$ cat config.mk
export PLATFORM = sky130hd
export DESIGN_NAME = control_sequencer
export DESIGN_NICKNAME = d
export VERILOG_FILES = /design/src/rtl/control_sequencer.sv
export SDC_FILE = /design/constraint.sdc
export NUM_CORES = 1
export LEC_CHECK = 0
export CAP_MARGIN = 10
export CORE_MARGIN = 1
export CORE_UTILIZATION = 50
export DETAILED_ROUTE_END_ITERATION = 10
export DONT_BUFFER_PORTS = 1
export REMOVE_ABC_BUFFERS = 1
export SETUP_SLACK_MARGIN = 0.4
export SLEW_MARGIN = 20
export SYNTH_ARGS = -nofsm -noshare
export SYNTH_HDL_FRONTEND = slang
export SYNTH_SLANG_ARGS = --single-unit
$ cat constraint.sdc
create_clock -name clk -period 2.07 [get_ports clk]
set_input_delay 0.414 -clock clk [delete_from_list [all_inputs] [get_ports clk]]
set_output_delay 0.414 -clock clk [all_outputs]
set_load 0.01 [all_outputs]
$ cat src/rtl/control_sequencer.sv
// control_sequencer: hardwired fetch/increment/execute control unit for the no_control_full datapath.
// Ports:
//   clk        - single rising-edge clock
//   reset_full - asynchronous active-low reset
//   ir_op      - opcode field of the datapath IR, sampled on the edge leaving INCPC
//   HLT, INC, REPC, REIR, REDMEM, RER - datapath strobes
//   cu_A, cu_B - A/B register selects (00 hold, 01 load result, 10 clear, 11 load bus)
//   state      - current FSM state (debug)
//   retired    - retired instruction count, wraps at 255
//   illegal    - high during EXEC1 of an undefined opcode
module control_sequencer #(
    parameter int IDLE_CYCLES = 1
) (
    input  logic       clk,
    input  logic       reset_full,
    input  logic [3:0] ir_op,
    output logic       HLT,
    output logic       INC,
    output logic       REPC,
    output logic       REIR,
    output logic       REDMEM,
    output logic       RER,
    output logic [1:0] cu_A,
    output logic [1:0] cu_B,
    output logic [2:0] state,
    output logic [7:0] retired,
    output logic       illegal
);
    typedef enum logic [2:0] {
        S_IDLE  = 3'd0,
        S_FETCH = 3'd1,
        S_INCPC = 3'd2,
        S_EXEC1 = 3'd3,
        S_EXEC2 = 3'd4,
        S_HALT  = 3'd7
    } state_t;

    localparam logic [3:0] LAST = 4'(IDLE_CYCLES - 1);

    state_t     state_q, state_d;
    logic [3:0] cnt_q, cnt_d;
    logic [3:0] op_q, op_d;
    logic [7:0] retired_q, retired_d;
    logic       e1, e2;

    always_ff @(posedge clk or negedge reset_full) begin
        if (!reset_full) begin
            state_q   <= S_IDLE;
            cnt_q     <= '0;
            op_q      <= '0;
            retired_q <= '0;
        end else begin
            state_q   <= state_d;
            cnt_q     <= cnt_d;
            op_q      <= op_d;
            retired_q <= retired_d;
        end
    end

    // Unused encodings fall through to the IDLE default
    always_comb begin
        state_d   = S_IDLE;
        cnt_d     = cnt_q;
        op_d      = op_q;
        retired_d = retired_q;
        case (state_q)
            S_IDLE: begin
                state_d = (cnt_q >= LAST) ? S_FETCH : S_IDLE;
                cnt_d   = (cnt_q >= LAST) ? 4'd0 : cnt_q + 4'd1;
            end
            S_FETCH: state_d = S_INCPC;
            S_INCPC: begin
                op_d    = ir_op;
                state_d = (ir_op == 4'hF) ? S_HALT : S_EXEC1;
            end
            S_EXEC1: begin
                state_d   = (op_q == 4'h5) ? S_EXEC2 : S_FETCH;
                retired_d = (op_q == 4'h5) ? retired_q : retired_q + 8'd1;
            end
            S_EXEC2: begin
                state_d   = S_FETCH;
                retired_d = retired_q + 8'd1;
            end
            S_HALT:  state_d = S_HALT;
            default: state_d = S_IDLE;
        endcase
    end

    // Outputs decode only registered state and latched op, never ir_op
    always_comb begin
        e1      = state_q == S_EXEC1;
        e2      = state_q == S_EXEC2;
        HLT     = state_q == S_HALT;
        INC     = state_q == S_INCPC;
        REPC    = state_q == S_INCPC;
        REIR    = state_q == S_FETCH;
        REDMEM  = e1 && op_q == 4'h4;
        RER     = e1 && (op_q == 4'h3 || op_q == 4'h5);
        cu_A    = (e1 && op_q == 4'h1) ? 2'b11 :
                  (e1 && op_q == 4'h6) ? 2'b10 :
                  e2                   ? 2'b01 : 2'b00;
        cu_B    = (e1 && op_q == 4'h2) ? 2'b11 :
                  (e1 && op_q == 4'h6) ? 2'b10 : 2'b00;
        illegal = e1 && op_q >= 4'h7 && op_q <= 4'hE;
        state   = state_q;
        retired = retired_q;
    end
endmodule

==> flow_summary.yaml <==
outcome:
  status: "finished clean"
synthesis:
  synthDominantCellAreaShare: 0.444
  synth_top_area_cell: "dfrtp_1"
  syn-cell-area_sq_um: 845
  yosysSeqAreaShare: 0.444
  yosysWarningCount: 0
  ys_types: 35
  ys_ff_latch: 15
  avgSynthCellArea_sq_um: 11.1
  syn_inst: 76
  synth_area_leaders: "dfrtp_1, mux2_2, xor2_1"
timing:
  fmax_ghz: 0.494
  fin_crit_sh: 0.978
  final-hold-violation-count: 0
  fin_ws_ns: 0.0465
  slew_headroom: 0.552
  setup_violations: 0
  timing.hold.ws_ns: 0.282
  rsz0062_at_grt: "true"
  slew_viol_final: 0
  tightest_slew_ns: 0.670
  clock_skew_ns: 0.00372
  period_minus_slack_ns: 2.02
floorplan:
  fp.coreArea_sq_mm: 0.00154
  row_count: 14
  die_w_um: 43.1
  start_util: 0.548
  die_area_sq_mm: 0.00186
  ioPinCount: 28
  die_h_um: 43.1
place:
  hpwlAfterDp_um: 1030
  place_congestion: 0.694
  io_buffers: 0
  dpl_worst_slack_ns: 0.229
setup_path:
  reg2reg_slack_ns: 0.31
  crit_required_ns: 1.66
  timing.rr.start: "state[0]$_DFF_PN0_"
  critPathArrivalTime_ns: 1.61
  endpoint_kind: "output pin"
  critical_path_peak_fanout: 6
  r2r_end: "retired[2]$_DFFE_PN0P_"
  worst_setup_path_start_kind: "register"
  r2r_cells: 7
  critPathKind: "register to output pin"
power_and_ir_drop:
  p_sw_mw: 0.736
  ir_worst_vdd_v: 0.000895
  clock_power_share: 0.098
  power.total_mw: 1.69
  p_int_mw: 0.958
  p_leak_nw: 0.453
  switching_share: 0.434
  seqPwrFrac: 0.390
  power_frac_comb: 0.512
  power.density_mw_per_mm2: 1620
hold_path:
  min_path_cells: 1
  min_path_type: "primary input to register"
  hold_end: "op_q[3]$_DFFE_PN0P_"
  min-delay-start: "ir_op[3]"
layout:
  area_growth_pct: 23.6
  fillers: 125
  antennaDiodeCount: 0
  layout.area.seq_sq_um: 382
  layout-drive-gt1-share: 0.437
  fin_nets: 95
  multi_input_area_sq_um: 493
clocking:
  cts_tree: "done"
  numCtsBuffers: 3
  clk_pin_slew_ns: 0.09
  clk_latency_ns: 0.28
  cts-root-buf: "clkbuf_4"
  h-tree-depth: 1
  clockBufferDepth: 2
  clkSinkCount: 15
global_route:
  grt.total_usage: 0.195
  grt_max_degree: 16
  grt_pass1_wl_um: 2690
  grt-ovfl-total: 0
  grt_pass1_vias: 605
  antenna_found_initial: 0
flow_run:
  cap_violations: 0
drt:
  drc: 0
  drtAntennaViolNets: 0
  viasPerCell: 5.94
  route.final.wire_length_um: 1660
  wl_per_cell_um: 16.2
  drtIter0Drc: 18
  dr.pass1.iters: 4
  vias: 612
==> how the worst max path moves through the flow <==
stage,from,slack [ns],cells after the start,to
finish,state[2]$_DFF_PN0_,0.05,3,cu_B[0]
global route,state[2]$_DFF_PN0_,-0.02,3,REDMEM
CTS,state[2]$_DFF_PN0_,0.08,3,REDMEM
detailed placement,state[1]$_DFF_PN0_,0.23,4,cu_B[0]
global placement,state[1]$_DFF_PN0_,0.27,4,cu_B[0]
floorplan,state[1]$_DFF_PN0_,0.04,4,cu_B[0]
==> placed cells by master (no fill, tap or decap), types with 2 or more instances in the layout <==
cell type / count
a21oi_1: 2
buf_4: 7
buf_6: 5
clkbuf_4: 3
dfrtp_1: 10
dfrtp_2: 5
mux2_2: 5
nand2_1: 4
nand2b_1: 2
nand3_1: 3
nor3_1: 2
nor4b_4: 2
o21ai_1: 2
xnor2_1: 3
xor2_1: 6
==> kinds of logic after synthesis <==
group	Yosys count	synth area share
flip-flops	15	0.444
multiplexers	5	0.0667
AND/OR/NAND/NOR	29	0.250
AO/OA/AOI/OAI	10	0.0741
adder cells (fa/ha/maj)	1	0.0148
buffers and inverters	7	0.0563
XOR/XNOR	9	0.0933
==> layout make-up <==
| type | instances | area share |
|---|---|---|
| Clock buffer | 4 | 0.0252 |
| Timing Repair Buffer | 13 | 0.114 |
| Inverter | 1 | 0.00360 |
| Multi-Input combinational cell | 54 | 0.472 |
| Tap cell | 16 | 0.0192 |
| Sequential cell | 15 | 0.366 |
==> state kept, by name, summed over array words and instances, names as in the netlist <==
signal   count
op_q         4
retired      8
state        3
==> through the flow <==
step	util	instance area, sq um	setup TNS [ns]	std cells
global placement	0.562	866	0	92
floorplan	-	801	0	70
global route	0.677	1040	-0.0279	103
finish	0.677	1040	0	103
detailed placement	0.562	866	0	92
CTS	0.631	973	0	100
==> timing repair <==
item                                    in CTS  in global routing
hold buffers                                 1                  0
setup buffers                                3                  3
endpoints found under the hold margin       15                  0
pin swaps                                    1                  2
cloned                                       0                  0
endpoints found under the setup margin      14                 14
resized for setup                           16                 11
==> worst max-delay path: stages (launching register included) <==
cell and delay [ns]:
dfrtp_2 0.47, or3_4 0.44, nor3b_2 0.21, nor2b_4 0.20
==> layer usage <==
| metal | part of all wire | up-vias | GRT usage |
|---|---|---|---|
| met4 | 0.0060 | 0 | 0.0727 |
| met5 | 0 | - | 0 |
| met1 | 0.43 | 302 | 0.234 |
| li1 | - | 289 | - |
| met2 | 0.52 | 19 | 0.328 |
| met3 | 0.043 | 2 | 0.0553 |
==> power by group through the flow <==
stage	Clock, mW	Combinational [mW]	Sequential [mW]
finish	0.165	0.868	0.661
floorplan	0	0.459	0.621
detailed placement	0	0.614	0.640
global placement	0	0.600	0.635
CTS	0.167	0.727	0.647
global route	0.183	0.945	0.695
==> Yosys cell counts, drive strengths merged <==
master / n
nand4: 1
xnor2: 3
nand3: 3
nor2b: 1
buf: 5
xor2: 6
nor4b: 2
nor4: 1
a21boi: 1
nand2: 5
inv: 1
nor2: 2
a31oi: 1
clkbuf: 1
nand3b: 1
dfrtp: 15
nand2b: 2
a21oi: 2
o31a: 1
nor3: 3
o21ai: 3
or3b: 2
or3: 2
mux2: 5
o31ai: 1
and4bb: 1
and3: 1
o21bai: 1
ha: 1
nor3b: 2
Note: power is estimated with default switching activity, not from simulation.
